===== src/rtl/one_hot_div_ctrl.sv =====
// Run/stop and ratio controller for the one-hot ring clock divider.
// Ratio changes and stops are deferred to period boundaries so o_clk never emits a runt pulse.
module one_hot_div_ctrl #(
    parameter int MAX_N = 16,
    parameter int DEF_N = 8,
    parameter int DW    = 5
) (
    input  logic          i_clk,
    input  logic          i_rst,
    input  logic          i_en,
    input  logic          i_cfg_valid,
    input  logic [DW-1:0] i_cfg_div,
    output logic          o_cfg_ready,
    output logic          o_cfg_err,
    output logic          o_clk,
    output logic          o_tick,
    output logic [MAX_N-1:0] o_ring,
    output logic [DW-1:0] o_div_cur,
    output logic [1:0]    o_state
);

    typedef enum logic [1:0] {
        ST_STOP = 2'b00,
        ST_RUN  = 2'b01,
        ST_PEND = 2'b10
    } state_t;

    state_t             r_state, w_state_nxt;
    logic [MAX_N-1:0]   r_ring, w_ring_nxt, w_ring_adv;
    logic [DW-1:0]      r_pos, w_pos_nxt, w_pos_adv;
    logic [DW-1:0]      r_div_cur, w_div_cur_nxt;
    logic [DW-1:0]      r_div_nxt, w_div_nxt_nxt;
    logic               r_clk, w_clk_nxt;
    logic               r_tick, w_tick_nxt;
    logic               r_cfg_err, w_cfg_err_nxt;
    logic               w_xfer, w_legal, w_last, w_running_nxt;

    function automatic logic f_ratio_legal(input logic [DW-1:0] div);
        return (div >= DW'(2)) && (div <= DW'(MAX_N));
    endfunction

    assign o_cfg_ready = (r_state != ST_PEND);
    assign o_cfg_err   = r_cfg_err;
    assign o_clk       = r_clk;
    assign o_tick      = r_tick;
    assign o_ring      = r_ring;
    assign o_div_cur   = r_div_cur;
    assign o_state     = r_state;

    assign w_xfer     = i_cfg_valid & o_cfg_ready;
    assign w_legal    = f_ratio_legal(i_cfg_div);
    assign w_last     = (r_pos == (r_div_cur - DW'(1)));
    assign w_pos_adv  = w_last ? DW'(0) : (r_pos + DW'(1));
    assign w_ring_adv = w_last ? MAX_N'(1) : {r_ring[MAX_N-2:0], 1'b0};

    // Next-state, token and ratio selection; o_clk/o_tick are precomputed for the next cycle.
    always_comb begin
        w_state_nxt   = r_state;
        w_pos_nxt     = r_pos;
        w_ring_nxt    = r_ring;
        w_div_cur_nxt = r_div_cur;
        w_div_nxt_nxt = r_div_nxt;
        w_cfg_err_nxt = w_xfer & ~w_legal;

        case (r_state)
            ST_STOP: begin
                w_pos_nxt  = DW'(0);
                w_ring_nxt = MAX_N'(1);
                if (w_xfer && w_legal) begin
                    w_div_cur_nxt = i_cfg_div;
                end else begin
                    w_div_cur_nxt = r_div_cur;
                end
                if (i_en) begin
                    w_state_nxt = ST_RUN;
                end else begin
                    w_state_nxt = ST_STOP;
                end
            end
            ST_RUN: begin
                w_pos_nxt  = w_pos_adv;
                w_ring_nxt = w_ring_adv;
                // A legal offer wins over a stop request; the stop is resolved at the PEND boundary.
                if (w_xfer && w_legal) begin
                    w_div_nxt_nxt = i_cfg_div;
                    w_state_nxt   = ST_PEND;
                end else if (w_last && !i_en) begin
                    w_state_nxt = ST_STOP;
                end else begin
                    w_state_nxt = ST_RUN;
                end
            end
            ST_PEND: begin
                w_pos_nxt  = w_pos_adv;
                w_ring_nxt = w_ring_adv;
                if (w_last) begin
                    w_div_cur_nxt = r_div_nxt;
                    w_state_nxt   = i_en ? ST_RUN : ST_STOP;
                end else begin
                    w_state_nxt = ST_PEND;
                end
            end
            default: begin
                w_state_nxt   = ST_STOP;
                w_pos_nxt     = DW'(0);
                w_ring_nxt    = MAX_N'(1);
                w_div_cur_nxt = DW'(DEF_N);
            end
        endcase

        w_running_nxt = (w_state_nxt != ST_STOP);
        w_clk_nxt     = w_running_nxt && (w_pos_nxt < (w_div_cur_nxt >> 1));
        w_tick_nxt    = w_running_nxt && (w_pos_nxt == DW'(0));
    end

    // State, token and output registers with synchronous reset priority.
    always_ff @(posedge i_clk) begin
        if (i_rst) begin
            r_state   <= ST_STOP;
            r_pos     <= DW'(0);
            r_ring    <= MAX_N'(1);
            r_div_cur <= DW'(DEF_N);
            r_div_nxt <= DW'(DEF_N);
            r_clk     <= 1'b0;
            r_tick    <= 1'b0;
            r_cfg_err <= 1'b0;
        end else begin
            r_state   <= w_state_nxt;
            r_pos     <= w_pos_nxt;
            r_ring    <= w_ring_nxt;
            r_div_cur <= w_div_cur_nxt;
            r_div_nxt <= w_div_nxt_nxt;
            r_clk     <= w_clk_nxt;
            r_tick    <= w_tick_nxt;
            r_cfg_err <= w_cfg_err_nxt;
        end
    end

endmodule


===== config.mk =====
export PLATFORM = sky130hd
export DESIGN_NAME = one_hot_div_ctrl
export DESIGN_NICKNAME = d
export VERILOG_FILES = /design/src/rtl/one_hot_div_ctrl.sv
export SDC_FILE = /design/constraint.sdc
export NUM_CORES = 1
export LEC_CHECK = 0
export ABC_AREA = 1
export CELL_PAD_IN_SITES_DETAIL_PLACEMENT = 0
export CELL_PAD_IN_SITES_GLOBAL_PLACEMENT = 2
export CORE_MARGIN = 10
export CORE_UTILIZATION = 28
export CTS_CLUSTER_DIAMETER = 60
export DETAILED_ROUTE_END_ITERATION = 8
export PLACE_DENSITY_LB_ADDON = 0.1
export SETUP_SLACK_MARGIN = 0.5
export SLEW_MARGIN = 20
export SYNTH_ARGS = -nofsm -noshare
export SYNTH_HDL_FRONTEND = slang
export SYNTH_SLANG_ARGS = --single-unit

===== constraint.sdc =====
create_clock -name i_clk -period 2.5 [get_ports i_clk]
set_input_delay 0.5 -clock i_clk [delete_from_list [all_inputs] [get_ports i_clk]]
set_output_delay 0.5 -clock i_clk [all_outputs]
set_load 0.02 [all_outputs]

==> run metrics, run 1 <==
PnR worst setup slack=between 0.3 and 0.4 ns; most instantiated cells after synthesis=nand2_1, inv_1, dfxtp_1, nor2_1, nand3_1; min Tclk post-route=roughly 2.2 ns; Max FO, Critical Path=4; Core Area=6280 sq um; Die X=around 100 microns; Slew Limit Fails=0; status=completed; Final setup viols=0; critical-path cell list=clkdlybuf4s50_1, nor2_2, nand2_1, nand2_1, and2_1, nand2_2, nand2_1, nand3_4, a21oi_2, ha_1, a21oi_1, nand2_1, a21oi_2; RSZ-0062 raised after global routing=true; pre-CTS WS=-0.0843 ns; Fillers=between 600 and 700; largest net degree at the start of global routing=19; Clk pwr share=about a third; Routability Congestion=~0.74; slew margin rel.=77.1%; sequential share of power=between 40 and 50%; initial antenna violation count=0; Fin. Hold Viols=0; Syn Area/Cell=~7.2 sq um; TritonCTS buffer count=5; vias in the first global route=around 1600; IO Pins=36; register area share after synthesis=between 40% and 50%; Synth Register Bits=36; P_leak=0.00116 uW; CTS max path bufs=2; area leader, netlist=dfxtp_1; Syn. warnings=0; final hold slack=about 0.42 ns; Clock Latency Late Sink=about 0.29 ns; maximum vdd drop=about 0.30 mV; Async SR Flop Fraction=0%; CTS tree=yes; Synth Cell Area=around 1800 sq um; CP max stage delay=between 0.4 and 0.5 ns; Placed Instance Area=approximately 2300 sq um; row count=29; Area Overhead vs Synth=44.6%; Worst Hold Launch=o_ring[8]$_SDFF_PP0_; reg-to-reg startpoint=o_div_cur[1]$_SDFF_PP0_; max-cap violation count=0; clock skew=~0.013 ns; top-count cell post-synth=nand2_1; most used cell, CP=nand2_1; Antenna Violating Nets Remaining=0; ant diodes=0; worst-margin pin slew=approximately 0.34 ns; clock slew at reported path FFs=about 0.080 ns; IO Port Bufs=35; Die Y=100 microns; hold buffers post-CTS=0; via count=around 1600; Netlist cell types=31; drt first pass iters=4; synth top area cells=dfxtp_1, nand2_1, inv_1; CP arrival=2.42 ns; R2R setup slack=between 0.3 and 0.4 ns; DP Wirelength=about 3700 microns; wire per inst=between 10 and 15 microns; design area=between 2000 and 3000 sq um; fin util=about two fifths; Setup crit end kind=flop; final net count=327; f_max=roughly 460 MHz; slowest CP cell=clkdlybuf4s50_1; PwrDens=576 nW/um^2; drt initial violations=32; die area=about 10000 sq um; first-pass GRT wire length=7920 microns; Internal Power=approximately 1100 uW; CP Launch Type=primary input; gr usage total=roughly a tenth; clk sinks=36; Syn Nets=roughly 270; CP Buf/Inv Count=1; DR vias/cell=~4; critical path startpoint=i_cfg_div[2]; Cells after Synth=roughly 250; Combinational Power Share=a little under a quarter; CP top delay family=simple AND/OR/NAND/NOR gates; CP endpoint=o_clk$_SDFF_PP0_; GRT overflow=0; worst r2r dst=o_clk$_SDFF_PP0_; share of layout cells above drive strength 1=24.2%; H-tree lvl count=2; Worst R2R Path Depth=17; type of the tightest min-delay check=reg2reg; net switching fraction of the power=between 20% and 30%; initial core utilization=roughly 29%; period utilisation layout=between 80% and 90%; Net Sw Power=441 uW; kind of critical path=in2reg; top_reg_cell synth=dfxtp_1; Stages on worst setup path=13; CP Data Required Time=roughly 2.7 ns; top cell type's share of synthesized area=40.2%; EDFF count, synth=0; Total Routed Length=~4700 microns; Root Buffer=clkbuf_8; Post-route DRC=0; TNS Setup=0 ns
==> how the worst min path moves through the flow <==
| stage | endpoint | depth (start not counted) | slack [ns] |
|---|---|---|---|
| 3_3_place_gp | o_ring[11]$_SDFF_PP0_ | 2 | 0.41 |
| 2_1_floorplan | r_div_nxt[0]$_SDFFE_PP0P_ | 2 | 0.43 |
| 6_report | o_ring[9]$_SDFF_PP0_ | 2 | 0.42 |
| 5_1_grt | o_ring[9]$_SDFF_PP0_ | 2 | 0.43 |
| 3_5_place_dp | o_ring[6]$_SDFF_PP0_ | 2 | 0.41 |
| 4_1_cts | o_ring[9]$_SDFF_PP0_ | 2 | 0.42 |
==> worst min-delay path, cell delays in order, from the launching register on <==
cell	delay [ns]
dfxtp_1	0.31
inv_1	0.05
nor2_1	0.03
==> cell type report <==
class                           count  area (sq um)  share of cell area (%)
Clock inverter                      3          41.3                    1.59
Tap cell                           77          96.3                    3.72
Inverter                           52           211                    8.16
Multi-Input combinational cell    157           927                    35.8
Timing Repair Buffer               57           517                    19.9
Sequential cell                    36           729                    28.2
Clock buffer                        5          68.8                    2.66
==> kinds of logic (layout without fill, tap and decap cells) <==
kind of cell	count (synthesis)	after routing	share of synthesized area, %
adder cells (fa/ha/maj)	9	9	6.29
flip-flops	36	36	40.2
AND/OR/NAND/NOR	126	126	32.8
XOR/XNOR	2	2	0.978
buffers and inverters	55	117	12.8
AO/OA/AOI/OAI	20	20	6.98
==> stage by stage <==
stage | total power (uW) | cells
floorplan | 833 | 248
global placement | 949 | 368
detailed placement | 946 | 368
CTS | 1490 | 384
global route | 1590 | 387
finish | 1490 | 387
==> placed cells by master (no fill, tap or decap), drive strengths merged, types with 9 or more instances in the layout <==
cell,n
nand2,64
inv,51
nor2,42
dfxtp,36
clkdlybuf4s50,33
buf,22
nand3,14
ha,9
a21oi,9
o21ai,9
==> state kept, by name, summed over array words and instances, names as in the netlist <==
register   cells
o_div_cur      5
o_ring        16
o_state        2
o_tick         1
r_div_nxt      5
o_cfg_err      1
o_clk          1
r_pos          5
==> repair_timing <==
item	in CTS	in global routing
pin swaps	5	2
setup buffers	8	3
resized for setup	7	20
setup endpoints to repair	2	5
==> power by group through the flow <==
stage | Combinational (uW) | Clock, uW | Sequential [uW]
after CTS | 331 | 537 | 619
after global placement | 314 | 0 | 635
after global routing | 401 | 562 | 623
after floorplan | 181 | 0 | 652
final | 358 | 517 | 618
after detailed placement | 311 | 0 | 635
==> metal layers <==
metal	up-vias	track usage [%]	wire length [microns]
met3	4	3.57	201
li1	875	-	-
met4	0	2.93	45
met2	19	15.5	2180
met1	684	12.2	2310
met5	-	0	0
(Power assumes the default switching activity.)
==> run 2, diff against run 1 <==
Settings changed: CORE_ASPECT_RATIO from default to 1.25.
==> run 2 against run 1 <==
  * Flip-flop and latch count is the same
  * Total power shrank 5.7%
  * Non-clock buffer count is 4 lower
  * Maximum frequency fell by 0.46%
  * Critical path type is now reg2reg
  * Critical endpoint unchanged
==> run metrics, run 2 (synthesis results as in run 1) <==
status=completed; die area=about 10000 sq um; via count=around 1600; maximum vdd drop=approximately 0.3 mV; first-pass GRT wire length=approximately 8000 microns; Fin. Hold Viols=0; Max FO, Critical Path=4; final net count=around 320; Pwr Total=approximately 1400 uW; gr usage total=9.87%; Combinational Power Share=approximately 24%; drt first pass iters=4; Core Area=just over 6000 sq um; max-cap violation count=0; CTS max path bufs=2; hold buffers post-CTS=0; clock skew=about 0.012 ns; CP Data Required Time=2.73 ns; Top Usage Layer GRT=met2; slew margin rel.=roughly four fifths; Internal Power=~1000 uW; GR Util met3=under 10%; max reg flops=16; final hold slack=around 0.43 ns; Final setup viols=0; most common cell after layout, fill and taps aside=nand2_1; initial core utilization=28.9%; Net Sw Power=about 410 uW; clk sinks=36; number of instances in the placed design=between 300 and 400; Antenna Violating Nets Remaining=0; f_max=around 460 MHz; Area Overhead vs Synth=41.0%; ant diodes=0; GRT overflow=0; period utilisation layout=87.7%; CP Launch Type=flop; leading cell types in the layout, fill and taps excluded=nand2_1, inv_1, nor2_1, clkdlybuf4s50_1, dfxtp_1; DP Wirelength=approximately 3700 microns; PwrDens=558 nW/um^2; Slew Limit Fails=0; sequential share of power=about 44%; IO Pins=36; type of the tightest min-delay check=reg2reg; DR vias/cell=between 4 and 5; largest net degree at the start of global routing=19; Setup crit end kind=flop; met2 usage=17.3%; Clock Latency Late Sink=approximately 0.28 ns; kind of critical path=reg2reg; vias in the first global route=1634; net switching fraction of the power=29.4%; Clk pwr share=31.8%; Routability Congestion=0.749; initial antenna violation count=0; Total Routed Length=between 4000 and 5000 microns; share of layout cells above drive strength 1=between 20% and 30%; IO Port Bufs=35; Root Buffer=clkbuf_8; wire per inst=roughly 12 microns; RSZ-0062 raised after global routing=true; met1 Usage GRT=10.8%; CTS tree=yes; Cell Count, Final, Fillers Out=390; clock slew at reported path FFs=0.08 ns; min Tclk post-route=2.19 ns; Post-route DRC=0; Die Y=109 microns; drt initial violations=32; H-tree lvl count=2; P_leak=between 0.001 and 0.0015 uW; TritonCTS buffer count=5; Die X=between 90 and 100 microns; CP arrival=between 2 and 2.5 ns; row count=32; worst-margin pin slew=approximately 0.33 ns; fin util=40.7%
## run 2: changes by cell type in the layout (fill, tap and decap cells not counted), sizes merged
cell / before / now
inv: 51 / 50
clkinv: 3 / 2
dlygate4sd2: 1 / 0
clkdlybuf4s50: 33 / 34
bufinv: 1 / 0
clkbuf: 6 / 8
buf: 22 / 18
## run 2: power by group through the flow
stage	combinational, uW	sequential, uW	clock (uW)
2_1_floorplan	181	652	0
3_3_place_gp	314	635	0
3_5_place_dp	313	634	0
4_1_cts	329	619	467
5_1_grt	384	622	490
6_report	342	619	448
## run 2: worst paths after layout
check	start	endpoint	slack (ns)	depth (start not counted)
worst max-delay path	o_div_cur[1]$_SDFF_PP0_	o_clk$_SDFF_PP0_	0.31	19
worst min-delay path	o_ring[13]$_SDFF_PP0_	o_ring[14]$_SDFF_PP0_	0.43	2
worst max register to register	o_div_cur[1]$_SDFF_PP0_	o_clk$_SDFF_PP0_	0.31	19
worst min register to register	o_ring[13]$_SDFF_PP0_	o_ring[14]$_SDFF_PP0_	0.43	2
## run 2: cell type report
type                       count  area, sq um
sequential                    36          729
tap                           85          106
timing repair buffer          53          488
multi-input combinational    157          902
fill                         696         3680
inverter                      52          204
clock buffer                   7         96.3
## run 2: per-layer routing
layer	routed length (microns)	vias up
li1	-	858
met1	2030	704
met2	2370	24
met3	298	2
met4	29	0
met5	0	-
## run 2: metrics by stage
| step | area [sq um] | setup TNS, ns | setup slack, ns |
|---|---|---|---|
| 5_1_grt | 2530 | 0 | 0.107 |
| 4_1_cts | 2470 | 0 | 0.299 |
| 3_3_place_gp | 2330 | -0.0820 | -0.0820 |
| 3_5_place_dp | 2330 | -0.0960 | -0.0960 |
| 2_1_floorplan | 1820 | 0 | 0.326 |
| 6_report | 2530 | 0 | 0.306 |
## run 2: timing repair
action                     in CTS  in global routing
gates resized for setup         6                 13
setup buffers                   4                  3
setup endpoints to repair       2                  5
pin swaps                       4                  2
## run 2: worst max-delay path, cell delays in order (launching register included)
cell and delay [ns]:
dfxtp_4 0.36, inv_4 0.04, ha_4 0.26, inv_2 0.02
nand2_1 0.04, nand2_1 0.04, nor2_1 0.09, nand2_1 0.09
nor2_4 0.12, nand2_4 0.08, inv_2 0.08, nand2_4 0.07
o211ai_2 0.15, a21oi_2 0.06, ha_1 0.31, nand2_1 0.07
inv_1 0.04, nand2_1 0.05, nand2_1 0.06, a21oi_2 0.10
